--- config.mk ---
export PLATFORM = sky130hd
export DESIGN_NAME = lsu_mem_ctrl_flat
export DESIGN_NICKNAME = d
export VERILOG_FILES = /design/src/rtl/lsu_mem_ctrl_pkg.sv /design/src/rtl/lsu_mem_ctrl_if.sv /design/src/rtl/lsu_mem_ctrl_load_ext.sv /design/src/rtl/lsu_mem_ctrl.sv /design/src/flat_wrapper.sv
export SDC_FILE = /design/constraint.sdc
export NUM_CORES = 1
export LEC_CHECK = 0
export BUFFER_PORTS_ARGS = -buffer_cell sky130_fd_sc_hd__buf_2
export CAP_MARGIN = 5
export CORE_UTILIZATION = 50
export DETAILED_ROUTE_END_ITERATION = 8
export HOLD_SLACK_MARGIN = 0.1
export PLACE_DENSITY = 0.85
export SLEW_MARGIN = 5
export SYNTH_ARGS = -nofsm -noshare
export SYNTH_HDL_FRONTEND = slang
export SYNTH_SLANG_ARGS = --single-unit
--- constraint.sdc ---
create_clock -name clk -period 4.6 [get_ports clk]
set_clock_uncertainty 0.2 [all_clocks]
set_input_delay 0.69 -clock clk [delete_from_list [all_inputs] [get_ports clk]]
set_output_delay 0.69 -clock clk [all_outputs]
set_load 0.03 [all_outputs]
--- src/rtl/lsu_mem_ctrl_pkg.sv ---
// Shared types and helpers for the load/store unit memory controller.
// Holds FSM states, RV32 funct3 encodings, lane-mask/replication helpers and counter sizing.
package lsu_pkg;

  typedef enum logic [1:0] {
    S_IDLE,
    S_REQ,
    S_WAIT,
    S_RESP
  } state_t;

  localparam logic [2:0] F3_LB  = 3'b000;
  localparam logic [2:0] F3_LH  = 3'b001;
  localparam logic [2:0] F3_LW  = 3'b010;
  localparam logic [2:0] F3_LBU = 3'b100;
  localparam logic [2:0] F3_LHU = 3'b101;
  localparam logic [2:0] F3_SB  = 3'b000;
  localparam logic [2:0] F3_SH  = 3'b001;
  localparam logic [2:0] F3_SW  = 3'b010;

  localparam logic [1:0] SZ_BYTE = 2'b00;
  localparam logic [1:0] SZ_HALF = 2'b01;
  localparam logic [1:0] SZ_WORD = 2'b10;

  // Wide enough to hold TIMEOUT-1; never narrower than one bit.
  function automatic int timeout_cnt_w(input int timeout);
    return (timeout <= 2) ? 1 : $clog2(timeout);
  endfunction

  function automatic logic [3:0] mask_from_size(input logic [1:0] size, input logic [1:0] offset);
    case (size)
      SZ_BYTE: return 4'b0001 << offset;
      SZ_HALF: return offset[1] ? 4'b1100 : 4'b0011;
      SZ_WORD: return 4'b1111;
      default: return 4'b0000;
    endcase
  endfunction

  function automatic logic [31:0] replicate_wdata(input logic [1:0] size, input logic [31:0] wdata);
    case (size)
      SZ_BYTE: return {4{wdata[7:0]}};
      SZ_HALF: return {2{wdata[15:0]}};
      default: return wdata;
    endcase
  endfunction

  function automatic logic is_legal(input logic store, input logic [2:0] funct3);
    if (store) begin
      return (funct3 == F3_SB) || (funct3 == F3_SH) || (funct3 == F3_SW);
    end
    return (funct3 == F3_LB) || (funct3 == F3_LH) || (funct3 == F3_LW) ||
           (funct3 == F3_LBU) || (funct3 == F3_LHU);
  endfunction

  function automatic logic is_misaligned(input logic [1:0] size, input logic [1:0] offset);
    case (size)
      SZ_HALF: return offset[0];
      SZ_WORD: return |offset;
      default: return 1'b0;
    endcase
  endfunction

endpackage

--- src/rtl/lsu_mem_ctrl_if.sv ---
// Bus bundles for the LSU: core-side op/response channel and memory-side request channel.
// In both, master is the side that issues requests.
interface lsu_core_if;
  logic        op_valid;
  logic        op_ready;
  logic        op_store;
  logic [2:0]  op_funct3;
  logic [31:0] op_addr;
  logic [31:0] op_wdata;
  logic        rsp_valid;
  logic [31:0] rsp_rdata;
  logic        rsp_err;

  modport master (
    output op_valid, op_store, op_funct3, op_addr, op_wdata,
    input  op_ready, rsp_valid, rsp_rdata, rsp_err
  );

  modport slave (
    input  op_valid, op_store, op_funct3, op_addr, op_wdata,
    output op_ready, rsp_valid, rsp_rdata, rsp_err
  );
endinterface

interface lsu_mem_if #(parameter int ADDR_W = 8);
  logic              mem_request;
  logic              mem_we_re;
  logic              mem_load;
  logic [3:0]        mem_mask;
  logic [ADDR_W-1:0] mem_address;
  logic [31:0]       mem_data_in;
  logic              mem_valid;
  logic [31:0]       mem_data_out;

  modport master (
    output mem_request, mem_we_re, mem_load, mem_mask, mem_address, mem_data_in,
    input  mem_valid, mem_data_out
  );

  modport slave (
    input  mem_request, mem_we_re, mem_load, mem_mask, mem_address, mem_data_in,
    output mem_valid, mem_data_out
  );
endinterface

--- src/rtl/lsu_mem_ctrl_load_ext.sv ---
// Load result formatter: picks the addressed byte/half out of a memory word and
// sign- or zero-extends it (funct3[2] selects unsigned).
module lsu_load_ext (
  input  logic [31:0] i_word,
  input  logic [1:0]  i_offset,
  input  logic [2:0]  i_funct3,
  output logic [31:0] o_data
);
  import lsu_pkg::*;

  logic [7:0]  w_byte;
  logic [15:0] w_half;
  logic        w_signed;

  // Halves only look at offset[1], so misaligned halves are force-aligned here.
  always_comb begin
    w_byte   = i_word[{i_offset, 3'b000} +: 8];
    w_half   = i_offset[1] ? i_word[31:16] : i_word[15:0];
    w_signed = ~i_funct3[2];
    o_data   = i_word;
    case (i_funct3[1:0])
      SZ_BYTE: o_data = {{24{w_byte[7] & w_signed}}, w_byte};
      SZ_HALF: o_data = {{16{w_half[15] & w_signed}}, w_half};
      default: o_data = i_word;
    endcase
  end

endmodule

--- src/rtl/lsu_mem_ctrl.sv ---
// Load/store initiator between the execute stage and data memory; one response per op.
// Optional LSU_MISALIGN_TRAP_EN: misaligned halves/words are rejected with err instead of force-aligned.
module lsu_mem_ctrl #(
  parameter int ADDR_W  = 8,
  parameter int TIMEOUT = 4
) (
  input logic        clk,
  input logic        rst,
  lsu_core_if.slave  core,
  lsu_mem_if.master  mem
);
  import lsu_pkg::*;

  localparam int              CNT_W    = timeout_cnt_w(TIMEOUT);
  localparam logic [CNT_W-1:0] CNT_LAST = CNT_W'(TIMEOUT - 1);

  state_t            r_state;
  state_t            w_state_next;
  logic              r_store;
  logic [2:0]        r_funct3;
  logic [ADDR_W+1:0] r_addr;
  logic [31:0]       r_wdata;
  logic [31:0]       r_rdata;
  logic [31:0]       w_rdata_next;
  logic              r_err;
  logic              w_err_next;
  logic [CNT_W-1:0]  r_cnt;
  logic [CNT_W-1:0]  w_cnt_next;
  logic [31:0]       w_ext_data;
  logic              w_reject;

  lsu_load_ext u_load_ext (
    .i_word   (mem.mem_data_out),
    .i_offset (r_addr[1:0]),
    .i_funct3 (r_funct3),
    .o_data   (w_ext_data)
  );

  always_comb begin
    w_reject = ~is_legal(core.op_store, core.op_funct3);
`ifdef LSU_MISALIGN_TRAP_EN
    w_reject = w_reject | is_misaligned(core.op_funct3[1:0], core.op_addr[1:0]);
`endif
  end

  always_comb begin
    w_state_next = r_state;
    w_err_next   = r_err;
    w_rdata_next = r_rdata;
    w_cnt_next   = r_cnt;
    case (r_state)
      S_IDLE: begin
        if (core.op_valid) begin
          w_err_next   = w_reject;
          w_rdata_next = '0;
          w_cnt_next   = '0;
          w_state_next = w_reject ? S_RESP : S_REQ;
        end
      end
      S_REQ: begin
        w_cnt_next   = '0;
        w_state_next = r_store ? S_RESP : S_WAIT;
      end
      S_WAIT: begin
        if (mem.mem_valid) begin
          w_rdata_next = w_ext_data;
          w_state_next = S_RESP;
        end else if (r_cnt == CNT_LAST) begin
          w_err_next   = 1'b1;
          w_rdata_next = '0;
          w_state_next = S_RESP;
        end else begin
          w_cnt_next = r_cnt + CNT_W'(1);
        end
      end
      S_RESP: w_state_next = S_IDLE;
      default: w_state_next = S_IDLE;
    endcase
  end

  always_ff @(posedge clk) begin
    if (rst) begin
      r_state  <= S_IDLE;
      r_store  <= 1'b0;
      r_funct3 <= '0;
      r_addr   <= '0;
      r_wdata  <= '0;
      r_rdata  <= '0;
      r_err    <= 1'b0;
      r_cnt    <= '0;
    end else begin
      r_state <= w_state_next;
      r_rdata <= w_rdata_next;
      r_err   <= w_err_next;
      r_cnt   <= w_cnt_next;
      if (r_state == S_IDLE && core.op_valid) begin
        r_store  <= core.op_store;
        r_funct3 <= core.op_funct3;
        r_addr   <= core.op_addr[ADDR_W+1:0];
        r_wdata  <= core.op_wdata;
      end
    end
  end

  // Outputs decode only registered state and latched op fields.
  always_comb begin
    core.op_ready   = 1'b0;
    core.rsp_valid  = 1'b0;
    core.rsp_rdata  = '0;
    core.rsp_err    = 1'b0;
    mem.mem_request = 1'b0;
    mem.mem_we_re   = 1'b0;
    mem.mem_load    = 1'b0;
    mem.mem_mask    = '0;
    mem.mem_address = '0;
    mem.mem_data_in = '0;
    case (r_state)
      S_IDLE: core.op_ready = 1'b1;
      S_REQ: begin
        mem.mem_request = 1'b1;
        mem.mem_we_re   = r_store;
        mem.mem_load    = ~r_store;
        mem.mem_mask    = mask_from_size(r_funct3[1:0], r_addr[1:0]);
        mem.mem_address = r_addr[ADDR_W+1:2];
        mem.mem_data_in = replicate_wdata(r_funct3[1:0], r_wdata);
      end
      S_RESP: begin
        core.rsp_valid = 1'b1;
        core.rsp_rdata = r_rdata;
        core.rsp_err   = r_err;
      end
      default: ;
    endcase
  end

endmodule

--- src/flat_wrapper.sv ---
// flat-port wrapper written by rule: the top's interface ports become plain ports
module lsu_mem_ctrl_flat import lsu_pkg::*;
#(
  parameter int ADDR_W  = 8,
  parameter int TIMEOUT = 4
)
  (clk, rst, core_op_valid, core_op_store, core_op_funct3, core_op_addr, core_op_wdata, core_op_ready, core_rsp_valid, core_rsp_rdata, core_rsp_err, mem_mem_request, mem_mem_we_re, mem_mem_load, mem_mem_mask, mem_mem_address, mem_mem_data_in, mem_mem_valid, mem_mem_data_out);
  lsu_core_if core_i ();
  lsu_mem_if #(.ADDR_W(ADDR_W)) mem_i ();
  input logic clk;
  input logic rst;
  input wire logic [$bits(core_i.op_valid)-1:0] core_op_valid;
  input wire logic [$bits(core_i.op_store)-1:0] core_op_store;
  input wire logic [$bits(core_i.op_funct3)-1:0] core_op_funct3;
  input wire logic [$bits(core_i.op_addr)-1:0] core_op_addr;
  input wire logic [$bits(core_i.op_wdata)-1:0] core_op_wdata;
  output wire logic [$bits(core_i.op_ready)-1:0] core_op_ready;
  output wire logic [$bits(core_i.rsp_valid)-1:0] core_rsp_valid;
  output wire logic [$bits(core_i.rsp_rdata)-1:0] core_rsp_rdata;
  output wire logic [$bits(core_i.rsp_err)-1:0] core_rsp_err;
  output wire logic [$bits(mem_i.mem_request)-1:0] mem_mem_request;
  output wire logic [$bits(mem_i.mem_we_re)-1:0] mem_mem_we_re;
  output wire logic [$bits(mem_i.mem_load)-1:0] mem_mem_load;
  output wire logic [$bits(mem_i.mem_mask)-1:0] mem_mem_mask;
  output wire logic [$bits(mem_i.mem_address)-1:0] mem_mem_address;
  output wire logic [$bits(mem_i.mem_data_in)-1:0] mem_mem_data_in;
  input wire logic [$bits(mem_i.mem_valid)-1:0] mem_mem_valid;
  input wire logic [$bits(mem_i.mem_data_out)-1:0] mem_mem_data_out;
  assign core_i.op_valid = core_op_valid;
  assign core_i.op_store = core_op_store;
  assign core_i.op_funct3 = core_op_funct3;
  assign core_i.op_addr = core_op_addr;
  assign core_i.op_wdata = core_op_wdata;
  assign core_op_ready = core_i.op_ready;
  assign core_rsp_valid = core_i.rsp_valid;
  assign core_rsp_rdata = core_i.rsp_rdata;
  assign core_rsp_err = core_i.rsp_err;
  assign mem_mem_request = mem_i.mem_request;
  assign mem_mem_we_re = mem_i.mem_we_re;
  assign mem_mem_load = mem_i.mem_load;
  assign mem_mem_mask = mem_i.mem_mask;
  assign mem_mem_address = mem_i.mem_address;
  assign mem_mem_data_in = mem_i.mem_data_in;
  assign mem_i.mem_valid = mem_mem_valid;
  assign mem_i.mem_data_out = mem_mem_data_out;
  lsu_mem_ctrl #(.ADDR_W(ADDR_W), .TIMEOUT(TIMEOUT)) u_core (.clk(clk), .rst(rst), .core(core_i), .mem(mem_i));
endmodule
==> qor.yml <==
synth_largest_area_cell: "dfxtp_1"
mappedNetlistArea_um2: 4405
vias_per_cell: 5.441
chipHeight_um: 95.87
crit_path_start_kind: "flop"
htree_levels: 3
cts_tree: "yes"
outcome: "finished clean"
antenna_found_initial: 1
synth_enable_flop_cells: 0
fin_setup_tns_ns: 0
layout-drive-gt1-share_pct: 27.51
syn_inst: 562
crit_type: "reg -> out"
max_freq_ghz: 0.3026
post_cts_resized: 0
slew_viol_final: 0
met1_usage_pct: 32.42
async_reset_ff_share_pct: 0
synth.most_common_cell: "nand2_1"
end_kind: "output port"
dieArea_um2: 9190
yosysSeqAreaShare_pct: 37.72
dp_hpwl_mm: 8.841
root_buffer: "clkbuf_8"
swShare_pct: 41.98
p_seq_share_pct: 39.2
fin_cells: 803
p_switching_uw: 997.0
finalCriticalPeriod_ns: 3.305
min_path_cells: 2
die_x_um: 95.87
grt_pass1_vias: 4031
area_growth_pct: 21.05
ant_nets: 0
maxCapViolations: 0
grt_overflow_total: 0
grt_use_met2_pct: 45.48
gp_congestion: 0.8579
wire_per_inst_um: 15.31
top_usage_layer: "met2"
worstRegToRegCells: 4
fin_util_pct: 63.62
post_cts_buffers: 0
cts_buffers: 9
ys_seq_elements: 83
core_area_um2: 8382
start_util_pct: 52.56
cts_sinks: 83
synth_ff_type: "dfxtp_1"
grt_usage_pct: 26.98
yosys-top-cells-area: "dfxtp_1 38%, nand2_1 11%, and2_1 8.5%, a21oi_1 7.5%, mux2i_1 4.3%"
synth_fp_nets: 671
syn_area_per_cell_um2: 7.839
grt_max_degree: 60
relSlewSlack_pct: 27.33
grt_pass1_wl_mm: 19.14
boundaryPins: 186
leakagePower_nw: 2.407
power_frac_comb_pct: 40.4
synth_cell_types: 41
insertion_delay_ns: 0.34
clk_path_buf_depth: 2
drt-total-wl_mm: 12.30
worstPathMaxFanout: 23
worst_pin_slew_ns: 1.090
rsz0062_at_grt: "no"
worstPathArrival_ns: 2.41
synth_top_cells_by_count: "133 x nand2_1, 83 x dfxtp_1, 66 x a21oi_1, 60 x and2_1, 29 x clkbuf_1"
clk_pin_slew_worst_paths_ns: 0.08
nFillCells: 760
p_int_mw: 1.378
hold_class: "reg -> reg"
final-hold-violation-count: 0
fin_crit_sh_pct: 71.85
yosysWarningCount: 0
num_antenna_cells: 0
power_per_cell_area_nw_per_um2: 445.3
power_frac_clock_pct: 20.4
setup_viol: 0
vias: 4369
cp.required_ns: 3.71
final_nets: 802
drc: 0
drtIter0Drc: 183
first_pass_iters: 6
port_buffers: 163
ctsHoldBuffers: 0
ir_drop_mv: 0.2160
synth_top_area_share_pct: 37.72
dp_cells: 787
timing.hold.ws_ns: 0.2524
placementRows: 33
use_met3_pct: 8.610
cells in the final DEF (no fill, tap or decap), types with 8 or more instances in the layout:
cell type,synthesis,layout
a211oi_1,9,9
a21boi_0,8,8
a21oi_1,66,66
a221o_1,17,17
a22oi_1,8,8
and2_1,60,60
buf_2,7,163
clkbuf_8,0,11
dfxtp_1,83,82
inv_1,13,13
mux2i_1,19,19
nand2_1,133,133
nand2b_1,10,10
nor2_1,17,17
nor2b_1,14,14
o21ai_0,17,17
o2bb2ai_1,8,8
flip-flops by register name (all words and copies together) (netlist names):
register / flops
u_core.r_store: 1
u_core.r_funct3: 3
u_core.r_rdata: 32
u_core.r_addr: 10
u_core.r_cnt: 2
u_core.r_state: 2
u_core.r_wdata: 32
u_core.r_err: 1
cell families after synthesis:
group,after synthesis,share of synthesized area (%)
mux,22,5.339
flops,83,37.72
simple gates,245,27.15
compound gates,147,22.01
buf+inv,60,6.361
fa+ha+maj,5,1.420
power by group through the flow:
stage          clock [mW]  sequential (mW)  combinational [mW]
3_3_place_gp            0            0.936               0.926
3_5_place_dp            0            0.944               0.955
4_1_cts             0.498            0.928               0.958
5_1_grt             0.527            0.944                1.06
2_1_floorplan           0            0.892               0.786
6_report            0.486            0.930               0.959
path summary, 6_finish.rpt:
check	start	endpoint	slack (ns)
worst min register to register	u_core.r_addr[7]	u_core.r_addr[7]	0.25
worst min-delay path	u_core.r_addr[7]	u_core.r_addr[7]	0.25
worst max-delay path	u_core.r_funct3[0]	mem_mem_mask[0]	1.30
worst max register to register	u_core.r_funct3[0]	u_core.r_rdata[4]	1.95
critical path, cell delays in order, from the launching register on:
cell and delay (ns):
dfxtp_1 1.00, nor2b_1 0.17, o21bai_1 0.48, nor2b_1 0.20
buf_2 0.21
metrics by stage:
stage	power, mW	worst slack [ns]	cell area [um^2]
CTS	2.384	1.311	5333
detailed placement	1.899	1.576	5152
finish	2.375	1.295	5333
global route	2.527	1.118	5333
floorplan	1.678	1.895	4405
global placement	1.862	1.637	5152
area by class of cell:
class	count	area [um^2]	area share, %
clock buffer	12	155.1	2.909
sequential	83	1663	31.18
tap	105	131.4	2.464
timing repair buffer	167	845.8	15.86
multi-input combinational	419	2464	46.20
inverter	13	48.80	0.9151
clock inverter	4	25.02	0.4693
layer usage:
| metal | vias to the layer above | share of wire (%) |
|---|---|---|
| li1 | 2170 | - |
| met1 | 1952 | 41 |
| met2 | 226 | 46 |
| met3 | 19 | 11 |
| met4 | 2 | 1.7 |
| met5 | - | 0.081 |
Note: power is estimated with default switching activity, not from simulation.
